File: src/rtl/fp_add_rr_arbiter_pkg.sv
// Shared types for the FP32 adder round-robin arbiter: adder latency, operand/status types,
// arbiter FSM states and the round-robin index helper.
package fp_add_rr_arbiter_pkg;

  localparam int FP_ADD_LATENCY = 4;

  typedef logic [31:0] float_point_num;
  typedef logic [1:0]  num_status_t;

  typedef enum logic [1:0] {
    IDLE  = 2'd0,
    RUN   = 2'd1,
    DRAIN = 2'd2
  } arb_state_e;

  function automatic int rr_wrap(input int base, input int off, input int n);
    return (base + off) % n;
  endfunction

endpackage

File: src/rtl/fp_add_rr_arbiter_rr_grant_picker.sv
// Combinational round-robin picker: first requester at or after ptr_i (wrapping) wins,
// producing a one-hot grant, its index and an any-grant flag.
module rr_grant_picker
  import fp_add_rr_arbiter_pkg::*;
#(
  parameter int N_REQ = 4,
  localparam int ID_W = (N_REQ > 1) ? $clog2(N_REQ) : 1
) (
  input  logic [N_REQ-1:0] req_i,
  input  logic [ID_W-1:0]  ptr_i,
  output logic [N_REQ-1:0] gnt_o,
  output logic [ID_W-1:0]  idx_o,
  output logic             any_o
);

  always_comb begin
    gnt_o = '0;
    idx_o = '0;
    any_o = 1'b0;
    for (int i = 0; i < N_REQ; i++) begin
      if (!any_o && req_i[rr_wrap(int'(ptr_i), i, N_REQ)]) begin
        any_o = 1'b1;
        gnt_o[rr_wrap(int'(ptr_i), i, N_REQ)] = 1'b1;
        idx_o = ID_W'(rr_wrap(int'(ptr_i), i, N_REQ));
      end else begin
        any_o = any_o;
      end
    end
  end

endmodule

File: src/rtl/fp_add_rr_arbiter.sv
// Shares one pipelined FP32 adder between N_REQ requesters with round-robin issue, owner tag
// pipe and flush/drain FSM. Optional grant counters when FP_ARB_STATS_EN is defined.
module fp_add_rr_arbiter
  import fp_add_rr_arbiter_pkg::*;
#(
  parameter int N_REQ       = 4,
  parameter int ADD_LATENCY = FP_ADD_LATENCY,
`ifdef FP_ARB_STATS_EN
  parameter int CNT_W       = 16,
`endif
  localparam int ID_W = (N_REQ > 1) ? $clog2(N_REQ) : 1
) (
  input  logic                  clk_i,
  input  logic                  rst_i,
  input  logic [N_REQ-1:0]      req_vld_i,
  input  logic [N_REQ*32-1:0]   req_a_i,
  input  logic [N_REQ*32-1:0]   req_b_i,
  output logic [N_REQ-1:0]      req_rdy_o,
  input  logic                  flush_i,
  output logic                  idle_o,
  output logic                  add_vld_o,
  output logic [31:0]           add_a_o,
  output logic [31:0]           add_b_o,
  input  logic [31:0]           add_answer_i,
  input  logic [1:0]            add_status_i,
`ifdef FP_ARB_STATS_EN
  output logic [N_REQ*CNT_W-1:0] grant_cnt_o,
`endif
  output logic                  rsp_vld_o,
  output logic [ID_W-1:0]       rsp_id_o,
  output logic [31:0]           rsp_data_o,
  output logic [1:0]            rsp_status_o
);

  localparam int CW = $clog2(ADD_LATENCY + 2);

  arb_state_e          state_q, state_d;
  logic [ID_W-1:0]     ptr_q, iss_id_q, gnt_idx_s;
  logic [N_REQ-1:0]    gnt_s;
  logic                gnt_any_s, grant_en_s;
  logic                add_vld_q;
  float_point_num      add_a_q, add_b_q, sel_a_s, sel_b_s;
  logic [ADD_LATENCY-1:0] tag_vld_q;
  logic [ID_W-1:0]     tag_id_q [ADD_LATENCY];
  logic [CW-1:0]       cnt_q, cnt_d;

  // Reset also blocks grants so nothing is accepted during the reset cycle.
  assign grant_en_s = !rst_i && !flush_i && (state_q != DRAIN);

  rr_grant_picker #(.N_REQ(N_REQ)) u_picker (
    .req_i (req_vld_i & {N_REQ{grant_en_s}}),
    .ptr_i (ptr_q),
    .gnt_o (gnt_s),
    .idx_o (gnt_idx_s),
    .any_o (gnt_any_s)
  );

  assign req_rdy_o = gnt_s;

  always_comb begin
    sel_a_s = '0;
    sel_b_s = '0;
    for (int k = 0; k < N_REQ; k++) begin
      if (gnt_s[k]) begin
        sel_a_s = req_a_i[k*32 +: 32];
        sel_b_s = req_b_i[k*32 +: 32];
      end else begin
        sel_a_s = sel_a_s;
      end
    end
  end

  always_ff @(posedge clk_i) begin
    if (rst_i) begin
      add_vld_q <= 1'b0;
      add_a_q   <= '0;
      add_b_q   <= '0;
      iss_id_q  <= '0;
      ptr_q     <= '0;
    end else begin
      add_vld_q <= gnt_any_s;
      if (gnt_any_s) begin
        add_a_q  <= sel_a_s;
        add_b_q  <= sel_b_s;
        iss_id_q <= gnt_idx_s;
        ptr_q    <= (gnt_idx_s == ID_W'(N_REQ - 1)) ? '0 : gnt_idx_s + ID_W'(1);
      end
    end
  end

  assign add_vld_o = add_vld_q;
  assign add_a_o   = add_a_q;
  assign add_b_o   = add_b_q;

  // Owner tags ride alongside the adder so the last stage lines up with add_answer_i.
  always_ff @(posedge clk_i) begin
    if (rst_i) begin
      tag_vld_q <= '0;
      for (int i = 0; i < ADD_LATENCY; i++) tag_id_q[i] <= '0;
    end else begin
      tag_vld_q[0] <= add_vld_q;
      tag_id_q[0]  <= iss_id_q;
      for (int i = 1; i < ADD_LATENCY; i++) begin
        tag_vld_q[i] <= tag_vld_q[i-1];
        tag_id_q[i]  <= tag_id_q[i-1];
      end
    end
  end

  assign rsp_vld_o    = tag_vld_q[ADD_LATENCY-1];
  assign rsp_id_o     = rsp_vld_o ? tag_id_q[ADD_LATENCY-1] : '0;
  assign rsp_data_o   = rsp_vld_o ? add_answer_i : 32'h0000_0000;
  assign rsp_status_o = rsp_vld_o ? add_status_i : 2'b00;

  always_comb begin
    cnt_d = cnt_q;
    case ({gnt_any_s, rsp_vld_o})
      2'b10:   cnt_d = cnt_q + CW'(1);
      2'b01:   cnt_d = cnt_q - CW'(1);
      default: cnt_d = cnt_q;
    endcase
  end

  always_comb begin
    state_d = state_q;
    case (state_q)
      IDLE:    if ((|req_vld_i) && !flush_i) state_d = RUN;
               else state_d = IDLE;
      RUN:     if (flush_i) state_d = DRAIN;
               else if (!(|req_vld_i) && (cnt_q == '0)) state_d = IDLE;
               else state_d = RUN;
      DRAIN:   if ((cnt_q == '0) && !flush_i) state_d = IDLE;
               else state_d = DRAIN;
      default: state_d = IDLE;
    endcase
  end

  always_ff @(posedge clk_i) begin
    if (rst_i) begin
      state_q <= IDLE;
      cnt_q   <= '0;
    end else begin
      state_q <= state_d;
      cnt_q   <= cnt_d;
    end
  end

  assign idle_o = (state_q == IDLE) && (cnt_q == '0);

`ifdef FP_ARB_STATS_EN
  logic [CNT_W-1:0] gcnt_q [N_REQ];

  always_ff @(posedge clk_i) begin
    if (rst_i) begin
      for (int k = 0; k < N_REQ; k++) gcnt_q[k] <= '0;
    end else begin
      for (int k = 0; k < N_REQ; k++) begin
        if (gnt_s[k] && (gcnt_q[k] != '1)) gcnt_q[k] <= gcnt_q[k] + CNT_W'(1);
      end
    end
  end

  always_comb begin
    grant_cnt_o = '0;
    for (int k = 0; k < N_REQ; k++) grant_cnt_o[k*CNT_W +: CNT_W] = gcnt_q[k];
  end
`endif

endmodule
File: config.mk
export PLATFORM = sky130hd
export DESIGN_NAME = fp_add_rr_arbiter
export DESIGN_NICKNAME = d
export VERILOG_FILES = /design/src/rtl/fp_add_rr_arbiter_pkg.sv /design/src/rtl/fp_add_rr_arbiter_rr_grant_picker.sv /design/src/rtl/fp_add_rr_arbiter.sv
export SDC_FILE = /design/constraint.sdc
export NUM_CORES = 1
export LEC_CHECK = 0
export CAP_MARGIN = 0
export CORE_MARGIN = 4
export CORE_UTILIZATION = 25
export DETAILED_ROUTE_END_ITERATION = 10
export GPL_ROUTABILITY_DRIVEN = 0
export GPL_TIMING_DRIVEN = 0
export SLEW_MARGIN = 20
export SYNTH_ARGS = -nofsm -noshare
export SYNTH_HDL_FRONTEND = slang
export SYNTH_SLANG_ARGS = --single-unit
File: constraint.sdc
create_clock -name clk_i -period 3.8 [get_ports clk_i]
set_input_delay 0.76 -clock clk_i [delete_from_list [all_inputs] [get_ports clk_i]]
set_output_delay 0.76 -clock clk_i [all_outputs]
set_load 0.01 [all_outputs]
# ---- Yosys cells after proc, flatten, opt, wreduce, memory -nomap -nowiden
# Memories as Yosys holds them, arrays and structs flattened.
# Index checks and enable logic that the tools add are counted.
# W data, S select, Z words.
dict set report op_classes {
  add_sub_neg 6
  n_lt_le_gt_ge 8
  n_eq_ne 6
  muxes 56
  bitwise 11
  reduce_logical 26
}
# op count
set op_table {}
lappend op_table {{$mux W32} 9}
lappend op_table {{$mux W2} 13}
lappend op_table {{$mux W1} 20}
lappend op_table {{$mux W4} 4}
lappend op_table {{$logic_and A1 B1 Y1} 13}
lappend op_table {{$lt A3 B4 Y1 const B} 3}
lappend op_table {{$or A4 B4 Y4} 3}
lappend op_table {{$ge A3 B1 Y1 const B} 3}
lappend op_table {{$bmux W1 S2} 4}
lappend op_table {{$demux W1 S2} 4}
lappend op_table {{$eq A2 B2 Y1 const B} 3}
lappend op_table {{$logic_not A1 Y1} 6}
lappend op_table {{$pmux W2 S3} 1}
lappend op_table {{$pmux W3 S2} 1}
lappend op_table {{$reduce_or A2 Y1} 3}
lappend op_table {{$add A2 B1 Y2 const B} 2}
lappend op_table {{$add A2 B2 Y2 const B} 2}
lappend op_table {{$and A4 B4 Y4} 1}
lappend op_table {{$eq A2 B1 Y1 const B} 2}
lappend op_table {{$or A1 B1 Y1} 4}
lappend op_table {{$reduce_or A4 Y1} 1}
lappend op_table {{$add A3 B1 Y3 const B} 1}
lappend op_table {{$and A1 B1 Y1 const A} 3}
lappend op_table {{$logic_not A3 Y1} 1}
lappend op_table {{6 further kinds} 6}
dict set report word_totals {
  reg_bits 78
  mem_bits_rw 8
  inputBits 297
  out_inout_bits 107
  memories 1
}
# memory depth width rd rd_ports_with_merged_regs wr line_no
set memory_table {}
lappend memory_table {tag_id_q 4 2 4 0 4 fp_add_rr_arbiter.sv:44} ;# logic [ID_W-1:0] tag_id_q [ADD_LATENCY];

# ---- Longest topological paths before layout
# Gate-level depths: netlist (run 1).
dict set report logic_depth {
  word_depth 20
  mapped_depth 13
  depth_no_buf 10
}

# ---- Hierarchy
# Synthesis (run 1) repeated with hierarchy kept, for this count alone.
dict set report hier_totals {
  cells_unflattened 546
  area_unflattened_um2 5016.1
}
# module instances cells_each area_per_inst_um2 seq_area_each_um2
set by_module_without_submodules {}
lappend by_module_without_submodules {fp_add_rr_arbiter 1 501 4594.4 1721.7}
lappend by_module_without_submodules {rr_grant_picker 1 45 421.7 0.0}

# ---- Worst setup path before layout (run 1)
# OpenSTA, ideal clock, no wires.
dict set report synth_timing {
  path_kind {register to output}
  start {reg with a tool-made name}
  end {out req_rdy_o[2]}
  arrival_ps 2510
  slack_ps 530
  stages_incl_launch_ff 12
  n_path_buf 4
  cell_sequence {dfxtp_1 -> buf_2 -> inv_1 -> ha_1 -> buf_6 -> or3b_1 -> nand3_1 -> o311ai_2 -> o32a_2 -> buf_6 -> clkbuf_1 -> inv_1}
}
# item line_no
set synth_lines {}
lappend synth_lines {{to (decl)} fp_add_rr_arbiter.sv:18} ;# output logic [N_REQ-1:0] req_rdy_o,

# ---- Worst setup path after layout (run 1)
dict set report layout_timing {
  start {in req_vld_i[3]}
  end {out req_rdy_o[3]}
}
dict set report layout_between {
  elab_chain_cells 13
}
# item line_no
set layout_lines {}
lappend layout_lines {{from (decl)} fp_add_rr_arbiter.sv:15} ;# input logic [N_REQ-1:0] req_vld_i,
lappend layout_lines {{$and A4 B4 Y4 (*)} fp_add_rr_arbiter.sv:51} ;# .req_i (req_vld_i & {N_REQ{grant_en_s}}),
lappend layout_lines {{$bmux W1 S2} fp_add_rr_arbiter_rr_grant_picker.sv:21} ;# if (!any_o && req_i[rr_wrap(int'(ptr_i), i, N_REQ)]) begin
lappend layout_lines {{$mux W1 (implied by the code)} fp_add_rr_arbiter_rr_grant_picker.sv:21}
lappend layout_lines {{$mux W1} fp_add_rr_arbiter_rr_grant_picker.sv:21}
lappend layout_lines {{$logic_not A1 Y1} fp_add_rr_arbiter_rr_grant_picker.sv:21}
lappend layout_lines {{$logic_and A1 B1 Y1} fp_add_rr_arbiter_rr_grant_picker.sv:21}
lappend layout_lines {{$mux W1} fp_add_rr_arbiter_rr_grant_picker.sv:21}
lappend layout_lines {{$logic_not A1 Y1} fp_add_rr_arbiter_rr_grant_picker.sv:21}
lappend layout_lines {{$logic_and A1 B1 Y1} fp_add_rr_arbiter_rr_grant_picker.sv:21}
lappend layout_lines {{$mux W1} fp_add_rr_arbiter_rr_grant_picker.sv:21}
lappend layout_lines {{$logic_not A1 Y1} fp_add_rr_arbiter_rr_grant_picker.sv:21}
lappend layout_lines {{$logic_and A1 B1 Y1} fp_add_rr_arbiter_rr_grant_picker.sv:21}
lappend layout_lines {{$mux W4 (*)} fp_add_rr_arbiter_rr_grant_picker.sv:21}
# Every way passes the cells marked *; elsewhere a longest branch is shown, timed or not. The select of a mux whose other input is x is not followed.

==> summary.txt, run 1 <==
Floorplan
  • Die Outline Area: 27400 um^2
  • Initial Utilization: 0.255
  • Die height: 165 um
  • Die Wd: 165 um
  • # IOs: 404
  • Rows: 57
  • Core area: 24300 um^2

STA
  • Worst hold slack: 0.435 ns
  • RSZ-0062 raised after global routing: true
  • Setup WS post-layout: 0.0735 ns
  • Worst Skew: 0.00830 ns
  • Endpoints failing setup: 0
  • Peak Freq: 268 MHz
  • Final Hold Viols: 0
  • Period utilisation layout: 0.981
  • Worst-Margin Slew: 0.852 ns
  • Max Slew Vio Count: 0
  • Final Critical Period: 3.73 ns
  • Relative slew slack: 0.432

Routing
  • Routed len/inst: 20.9 um
  • Avg Vias per Cell: 5.10
  • Post-route ant nets: 0
  • Routed vias: 7840
  • Routed length on met2: 15.3 mm
  • Post-Route WL: 32.1 mm
  • DR top layer: met5
  • DR pass1 iterations: 5
  • Routed met1 length: 12.6 mm
  • Initial DRC count: 552
  • DR WL met3: 3.21 mm
  • DRC Markers: 0

Synth
  • Seq/Total Area, Yosys: 0.278
  • Yosys warning count: 0
  • Post-Synthesis Cell Area: 6200 um^2
  • Post-synth cell types: 54
  • Post-Syn Nets: 1085
  • Primary FF master, synth: dfxtp_1
  • Dominant cells by area after synthesis: dfxtp_1, a211oi_2, a311o_1
  • Number of enable flip-flop cells after synthesis: 0
  • Yosys reg bits: 86
  • Post-Syn Instances: 780
  • Post-synth top area share: 0.278
  • Mean Syn Cell Area: 7.95 um^2
  • Ys async rst share: 0
  • Yosys top cell by area: dfxtp_1
  • Post-synth top cells: nor2_1, dfxtp_1, a21oi_1
  • Count leader, synth: nor2_1

Min path
  • HP Start: tag_id_q[2][0]
  • Worst Hold Depth: 1
  • Min-Delay Path Class: flop to flop
  • Worst Hold End: tag_id_q[3][0]

Setup path
  • Critical Path Sink Type: output port
  • Reg2Reg Setup Slack: 0.26 ns
  • Crit Reg-Reg Endpoint: add_a_o[2]
  • R2R cell count: 13
  • WP data required: 3.04 ns
  • Max FO, Critical Path: 10
  • Crit path kind: primary input to output port
  • Startpoint Class: primary input
  • Crit path DAT: 2.97 ns

Clocking
  • Clk pin slew, worst setup/hold paths: 0.06 ns
  • Clock buffer depth: 2
  • Latest clock arrival within the worst-skew pair: 0.35 ns
  • Clock sink count: 86
  • CTS Root Cell: clkbuf_16
  • CTS H-Tree Depth: 3
  • CTS tree: done
  • CTS buffer count: 9

Layout
  • Final Instance Area: 11100 um^2
  • # fillers: 2439
  • Layout cells sized above 1: 0.128
  • Nets: 1511
  • Area Overhead vs Synth: 79.1%

Power and ir drop
  • Overall Power: 3120 uW
  • Combinational power share: 0.396
  • Switching share of power: 0.313
  • Power per cell area: 281 nW/um^2
  • Clock network power share: 0.283
  • Leak: 0.00383 uW
  • Internal power: 2150 uW
  • Net Sw Power: 976 uW
  • Flop pwr share: 0.321
  • Worst IR Drop VDD: 0.000155 V

Global route
  • First-pass GRT wire length: 45.2 mm
  • Total track usage: 0.218
  • Vias in the first global route: 7590
  • Maximum number of pins on one net before global-route repair: 19
  • Gr ovfl total: 0
  • Initial antenna violation count: 2

Placement
  • Pre-CTS WS: -0.774 ns
  • PortBufs: 402
  • DP Area: 10600 um^2
  • DP Wirelength: 24.7 mm

Run
  • Max-Cap Viols: 0

Status
  • Outcome: completed
critical path: stages:
cell             delay, ns
clkdlybuf4s50_1       0.44
buf_4                 0.19
mux4_2                0.54
buf_4                 0.18
a21oi_1               0.14
o31ai_1               0.08
a22o_1                0.23
buf_12                0.15
dlygate4sd2_1         0.27
how the worst max path moves through the flow:
stage	start	to	slack [ns]	depth (start not counted)
floorplan	flop	req_rdy_o[2]	0.53	11
global placement	req_vld_i[3]	req_rdy_o[3]	-0.81	8
detailed placement	req_vld_i[3]	req_rdy_o[3]	-0.77	8
CTS	req_vld_i[3]	add_a_o[2]	0.01	11
global route	flop	req_rdy_o[0]	-0.02	11
finish	req_vld_i[3]	req_rdy_o[3]	0.07	9
sequential cells by signal (all words and copies together), names as in the netlist, named ones only:
name	flops
add_a_o	32
cnt_q	3
state_q	2
iss_id_q	2
tag_id_q	8
add_vld_o	1
add_b_o	32
tag_vld_q	4
ptr_q	1
power groups by stage:
stage / Combinational [uW] / Clock (uW) / Sequential [uW]
detailed placement: 1190 / 0 / 1020
finish: 1240 / 882 / 1000
floorplan: 555 / 0 / 1040
global route: 1320 / 948 / 1010
CTS: 1220 / 911 / 1000
global placement: 1190 / 0 / 1020
layer usage:
layer / vias to the layer above / GRT usage
li1: 3728 / -
met1: 3661 / 0.264
met2: 395 / 0.372
met3: 54 / 0.0628
met4: 2 / 0.0675
met5: - / 0
repair_timing:
| action | CTS | global route |
|---|---|---|
| pin swaps | 5 | 0 |
| hold buffers | 0 | 0 |
| setup buffers | 8 | 8 |
| resized for setup | 25 | 3 |
| setup endpoints to repair | 64 | 8 |
area by class of cell:
| type | count | area [um^2] | area share |
|---|---|---|---|
| Buffer | 87 | 528 | 0.0476 |
| Multi-Input combinational cell | 594 | 3970 | 0.358 |
| Tap cell | 324 | 405 | 0.0365 |
| Antenna cell | 1 | 2.50 | 0.000225 |
| Timing Repair Buffer | 418 | 4140 | 0.373 |
| Inverter | 10 | 41.3 | 0.00372 |
| Clock inverter | 4 | 47.5 | 0.00428 |
| Sequential cell | 86 | 1730 | 0.156 |
| Clock buffer | 12 | 236 | 0.0213 |
cell families after synthesis:
group                    Yosys count  share of synthesized area
AO/OA/AOI/OAI                    296                      0.382
AND/OR/NAND/NOR                  273                      0.204
buffers and inverters            100                     0.0858
flip-flops                        86                      0.278
multiplexers                      14                     0.0281
adder cells (fa/ha/maj)            8                     0.0174
XOR/XNOR                           3                    0.00424
metrics by stage:
step / utilization / setup TNS (ns) / cells
after global placement: 0.437 / -6.51 / 1506
after floorplan: - / 0 / 780
after detailed placement: 0.437 / -9.83 / 1506
after global routing: 0.456 / -0.0209 / 1535
final: 0.456 / 0 / 1536
after CTS: 0.454 / 0 / 1527
placed cells by master (no fill, tap or decap), types with 2 or more instances in the layout:
master,count
clkdlybuf4s50_1,398
nor2_1,138
dfxtp_1,84
a21oi_1,75
nand3_1,65
a311o_1,64
a211oi_2,60
clkbuf_1,45
o21ai_1,38
and2_1,37
o21ai_0,31
buf_4,19
buf_2,16
buf_6,15
nor2b_1,13
clkbuf_16,9
mux2i_1,8
inv_1,7
clkbuf_2,7
ha_1,7
nand2_1,5
or3_1,4
a211oi_1,4
mux2_2,3
nor3_1,3
buf_12,3
a21o_1,3
xor2_1,3
dlygate4sd2_1,3
clkinvlp_4,2
mux4_2,2
inv_2,2
a221oi_1,2
a22oi_1,2
a21bo_2,2
clkinv_2,2
Note: power is estimated with default switching activity, not from simulation.
==> inputs of run 2 (changes only) <==
--- a/config.mk
+++ b/config.mk
@@ -6,7 +6,7 @@
 export NUM_CORES = 1
 export LEC_CHECK = 0
 export CAP_MARGIN = 0
-export CORE_MARGIN = 4
+export CORE_MARGIN = 2
 export CORE_UTILIZATION = 25
 export DETAILED_ROUTE_END_ITERATION = 10
 export GPL_ROUTABILITY_DRIVEN = 0
==> run 2 against run 1 <==
Against the previous run:
- the flow now finishes with violations (negative setup slack)
- core utilization hardly changed
- sequential share of layout area hardly changed
- global-route usage rose by 0.96 points
- via count is 1.3% lower
- register-to-register slack worse by 0.03 ns
- sequential power about the same
==> summary.txt, run 2 (same netlist as run 1, synthesis figures left out) <==
Status
  • Outcome: finished, violations left
  • Failing checks: negative setup slack

Clocking
  • Clock buffer depth: 2 (unchanged)
  • CTS Root Cell: clkbuf_16
  • CTS tree: done
  • CTS buffer count: 9 (unchanged)
  • Clock sink count: 86 (unchanged)
  • CTS H-Tree Depth: 3 (unchanged)
  • Post-cts hold buffer count: 0 (unchanged)
  • Clk pin slew, worst setup/hold paths: 0.07 ns (about the same)
  • Latest clock arrival within the worst-skew pair: 0.35 ns (about the same)

Layout
  • Post-route insts no fill: 1532 (-0.26%)
  • Layout cells sized above 1: 0.130 (+0.00197)
  • Commonest non-fill, non-tap cell in the layout: clkdlybuf4s50_1
  • ANT cells: 0 (-1)
  • Area Overhead vs Synth: 79.3% (about the same)
  • Nets: 1508 (-0.20%)
  • Commonest non-fill, non-tap cells in the layout: clkdlybuf4s50_1, nor2_1, dfxtp_1

Floorplan
  • Die height: 161 um (-2.4%)
  • Initial Utilization: 0.255 (unchanged)
  • Rows: 57 (unchanged)
  • # IOs: 404 (unchanged)
  • Die Outline Area: 26100 um^2 (-4.8%)
  • Core area: 24300 um^2 (unchanged)
  • Die Wd: 161 um (-2.4%)

STA
  • Period utilisation layout: 1.01 (+0.0293)
  • Max Slew Vio Count: 0 (unchanged)
  • Final Hold Viols: 0 (unchanged)
  • Worst Skew: 0.00757 ns (-0.000734 ns)
  • Endpoints failing setup: 1 (+1)
  • Peak Freq: 261 MHz (-2.9%)
  • Worst-Margin Slew: 0.858 ns (+0.00512 ns)
  • RSZ-0062 raised after global routing: true
  • Final Critical Period: 3.84 ns (+0.111 ns)
  • Setup WS post-layout: -0.0379 ns (-0.111 ns)
  • Relative slew slack: 0.428 (-0.00341)

Routing
  • DR pass1 iterations: 7 (+2)
  • Post-Route WL: 31.1 mm (-3.2%)
  • Initial DRC count: 539 (-2.4%)
  • Routed vias: 7736 (-1.3%)
  • DRC Markers: 0 (unchanged)
  • Avg Vias per Cell: 5.05 (-1.1%)
  • Routed len/inst: 20.3 um (-2.9%)
  • Post-route ant nets: 0 (unchanged)

Global route
  • Vias in the first global route: 7689 (+1.3%)
  • First-pass GRT wire length: 45.4 mm (+0.46%)
  • Initial antenna violation count: 0 (-2)
  • Total track usage: 0.227 (+0.00962)
  • Gr ovfl total: 0 (unchanged)
  • Maximum number of pins on one net before global-route repair: 19 (unchanged)

Setup path
  • Startpoint Class: primary input
  • Worst Setup SP: req_vld_i[3]
  • Critical Path Sink Type: output port
  • Crit path kind: primary input to output port
  • Crit path DAT: 3.08 ns (+0.11 ns)
  • Max FO, Critical Path: 10 (unchanged)
  • WP data required: 3.04 ns (about the same)

Placement
  • DP Wirelength: 23.9 mm (-3.3%)
  • DP Cell Count: 1506 (unchanged)
  • PortBufs: 402 (unchanged)
  • Pre-CTS WS: -0.843 ns (-0.0696 ns)

Power and ir drop
  • Leak: 0.00381 uW (-0.32%)
  • Worst IR Drop VDD: 0.000200 V (+29%)
  • Power per cell area: 280 nW/um^2 (-0.57%)

Min path
  • HP Start: tag_id_q[1][0]
  • Min-Delay Path Class: flop to flop

Run
  • Max-Cap Viols: 0 (unchanged)
==> run 2: worst paths after layout <==
path                                  endpoint  slack (ns)  cells past startpoint
worst max register to register      add_a_o[2]        0.23                     13
worst min register to register  tag_id_q[2][0]        0.43                      1
worst min-delay path            tag_id_q[2][0]        0.43                      1
worst max-delay path              req_rdy_o[3]       -0.04                      7
==> run 2: metal layers <==
layer / up-vias / share of wire / global-route usage
li1: 3728 / - / -
met1: 3627 / 0.41 / 0.272
met2: 332 / 0.47 / 0.392
met3: 49 / 0.086 / 0.0637
met4: 0 / 0.029 / 0.0747
met5: - / 0 / 0
==> run 2: power by group <==
group	internal [uW]	switching, uW	total [uW]
clock	481	395	876
combinational	670	562	1230
sequential	966	34.3	1000
==> run 2: repair_timing <==
action / in CTS / in global routing
setup endpoints to repair: 64 / 5
setup buffers: 8 / 7
pin swaps: 5 / 3
resized for setup: 24 / 7
==> run 2: cell type report <==
cell class	instances	area (um^2)
fill	2414	13200
timing repair buffer	417	4130
multi-input combinational	594	3980
sequential	86	1730
buffer	85	533
tap	324	405
clock buffer	12	256
inverter	10	41.3
clock inverter	4	31.3
==> run 2: worst max-delay path: stages <==
cell and delay [ns]:
clkdlybuf4s50_1 0.47, buf_6 0.17, mux4_2 0.54, o31ai_1 0.25, a22o_1 0.24, buf_12 0.13, clkdlybuf4s50_1 0.52
==> run 2: metrics by stage <==
stage | area [um^2] | total power (uW) | hold WS, ns | TNS [ns] | utilization
after detailed placement | 10600 | 2210 | 0.425 | -17.46 | 0.437
final | 11100 | 3110 | 0.431 | -0.0379 | 0.457
after global placement | 10600 | 2200 | 0.416 | -10.21 | 0.437
after CTS | 11000 | 3130 | 0.438 | -0.0709 | 0.454
after global routing | 11100 | 3270 | 0.448 | -0.177 | 0.457
after floorplan | 6200 | 1600 | 0.414 | 0 | -
==> inputs of run 3 (changes only) <==
--- a/config.mk
+++ b/config.mk
@@ -11,6 +11,7 @@
 export DETAILED_ROUTE_END_ITERATION = 10
 export GPL_ROUTABILITY_DRIVEN = 0
 export GPL_TIMING_DRIVEN = 0
+export REMOVE_ABC_BUFFERS = 1
 export SLEW_MARGIN = 20
 export SYNTH_ARGS = -nofsm -noshare
 export SYNTH_HDL_FRONTEND = slang
==> run 3 against run 2 <==
Against the previous run:
- the run now ends clean
- critical path depth grew 3
- combinational power rose by 6%
- via count is 0.43% lower
- worst setup slack better by 0.11 ns
- non-clock buffer count shrank 53
- largest cell class unchanged
- die area stayed put
==> summary.txt, run 3 (same netlist as run 1, synthesis figures left out) <==
Status
  • Outcome: completed

Setup path
  • Crit path kind: primary input to output port
  • Startpoint Class: primary input
  • Max FO, Critical Path: 14 (+4)
  • Cell repeated most along the worst path: buf_8
  • Critical Path Sink Type: output port
  • CP top delay family: buffers and inverters
  • Critical path, cell by cell: clkdlybuf4s15_2 > mux4_2 > buf_4 > a21o_1 > a21oi_2 > o32ai_4 > buf_8 > buf_8 > buf_6 > dlygate4sd2_1
  • WP data required: 3.04 ns (about the same)
  • Largest stage delay, worst path: 0.57 ns (+0.03 ns)
  • Crit path DAT: 2.97 ns (-0.11 ns)
  • Worst path slowest cell: mux4_2
  • CP Buf/Inv Count: 6 (+2)

Power and ir drop
  • Net Sw Power: 1030 uW (+4.4%)
  • Clock network power share: 0.293 (+0.011)
  • Flop pwr share: 0.307 (-0.015)
  • Leak: 0.00389 uW (+2.1%)
  • Internal power: 2210 uW (+4.6%)
  • Worst IR Drop VDD: 0.000196 V (-2.0%)
  • Combinational power share: 0.400 (+0.004)
  • Power per cell area: 287 nW/um^2 (+2.7%)
  • Switching share of power: 0.318 (-0.000454)

Clocking
  • Latest clock arrival within the worst-skew pair: 0.35 ns (about the same)
  • CTS H-Tree Depth: 3 (unchanged)
  • CTS tree: done
  • Clk pin slew, worst setup/hold paths: 0.06 ns (about the same)
  • Clock buffer depth: 2 (unchanged)
  • CTS buffer count: 9 (unchanged)
  • CTS Root Cell: clkbuf_16
  • Clock sink count: 86 (unchanged)

Routing
  • DR pass1 iterations: 5 (-2)
  • Post-route ant nets: 0 (unchanged)
  • Routed len/inst: 21.2 um (+4.6%)
  • DRC Markers: 0 (unchanged)
  • Routed vias: 7703 (-0.43%)
  • Initial DRC count: 496 (-8.0%)
  • Avg Vias per Cell: 5.20 (+2.9%)
  • Post-Route WL: 31.4 mm (+1.2%)

Layout
  • Commonest non-fill, non-tap cell in the layout: clkdlybuf4s50_1
  • Commonest non-fill, non-tap cells in the layout: clkdlybuf4s50_1, nor2_1, dfxtp_1
  • Nets: 1457 (-3.4%)
  • Area Overhead vs Synth: 82.6%
  • Post-route insts no fill: 1482 (-3.3%)
  • Layout cells sized above 1: 0.139 (+0.00919)

Global route
  • Maximum number of pins on one net before global-route repair: 56 (+37)
  • First-pass GRT wire length: 46.4 mm (+2.2%)
  • Initial antenna violation count: 1 (+1)
  • Vias in the first global route: 7686 (-0.039%)
  • Gr ovfl total: 0 (unchanged)
  • Total track usage: 0.230 (+0.00248)

Floorplan
  • Die Outline Area: 26100 um^2 (unchanged)
  • Rows: 57 (unchanged)
  • Die height: 161 um (unchanged)
  • Core area: 24300 um^2 (unchanged)
  • Initial Utilization: 0.255 (unchanged)
  • Die Wd: 161 um (unchanged)
  • # IOs: 404 (unchanged)

STA
  • Worst hold slack: 0.437 ns (+0.00573 ns)
  • Worst Skew: 0.0122 ns (+0.00462 ns)
  • RSZ-0062 raised after global routing: false
  • Max Slew Vio Count: 0 (unchanged)
  • Final Hold Viols: 0 (unchanged)
  • Period utilisation layout: 0.982 (-0.0282)
  • Endpoints failing setup: 0 (-1)
  • Final Critical Period: 3.73 ns (-0.107 ns)
  • Peak Freq: 268 MHz (+2.9%)
  • Relative slew slack: 0.374 (-0.0539)
  • Worst-Margin Slew: 0.937 ns (+0.0796 ns)

Min path
  • Min-Delay Path Class: flop to flop

Placement
  • DP Cell Count: 1434 (-4.8%)
  • DP Wirelength: 20.5 mm (-14%)
  • PortBufs: 403 (+0.25%)

Run
  • Max-Cap Viols: 0 (unchanged)
[run 3: per-stage QoR]
step	setup TNS, ns	utilization	setup WS [ns]	area [um^2]	power [uW]
final	0	0.465	0.0694	11300	3250
after global routing	0	0.465	0.00284	11300	3410
after CTS	0	0.462	0.0159	11200	3270
after detailed placement	-35.50	0.435	-1.24	10600	2190
after global placement	-685.19	0.417	-9.67	10100	2140
after floorplan	-85.31	-	-1.83	5700	1530
[run 3: layer usage]
layer,global-route usage,up-vias,share of wire
met2,0.393,345,0.48
met5,0,-,0
li1,-,3638,-
met4,0.0775,0,0.025
met1,0.286,3675,0.43
met3,0.0485,45,0.066
[run 3: path summary, 6_finish.rpt]
path | slack [ns] | endpoint | from | depth (start not counted)
max reg2reg | 0.53 | add_b_o[30] | ptr_q[1] | 11
min reg2reg | 0.44 | tag_id_q[1][1] | tag_id_q[0][1] | 1
min | 0.44 | tag_id_q[1][1] | tag_id_q[0][1] | 1
max | 0.07 | req_rdy_o[0] | req_vld_i[2] | 10
[run 3: layout make-up]
class,count,area [um^2]
Fill cell,2331,13000
Timing Repair Buffer,449,4720
Multi-Input combinational cell,596,4110
Sequential cell,86,1730
Tap cell,324,405
Clock buffer,10,239
Clock inverter,6,68.8
Inverter,10,43.8
Antenna cell,1,2.50
[run 3: what timing repair did]
action,4_1_cts,5_1_grt
pin swaps,5,4
buffers inserted,17,8
resized for setup,31,10
endpoints found under the setup margin,69,3
gates cloned,5,1
hold buffers,0,0
[run 3: power groups by stage]
stage	logic (uW)	registers (uW)	clock network [uW]
detailed placement	1160	1030	0
floorplan	482	1050	0
global route	1380	1010	1020
global placement	1110	1030	0
CTS	1270	998	997
finish	1300	999	951
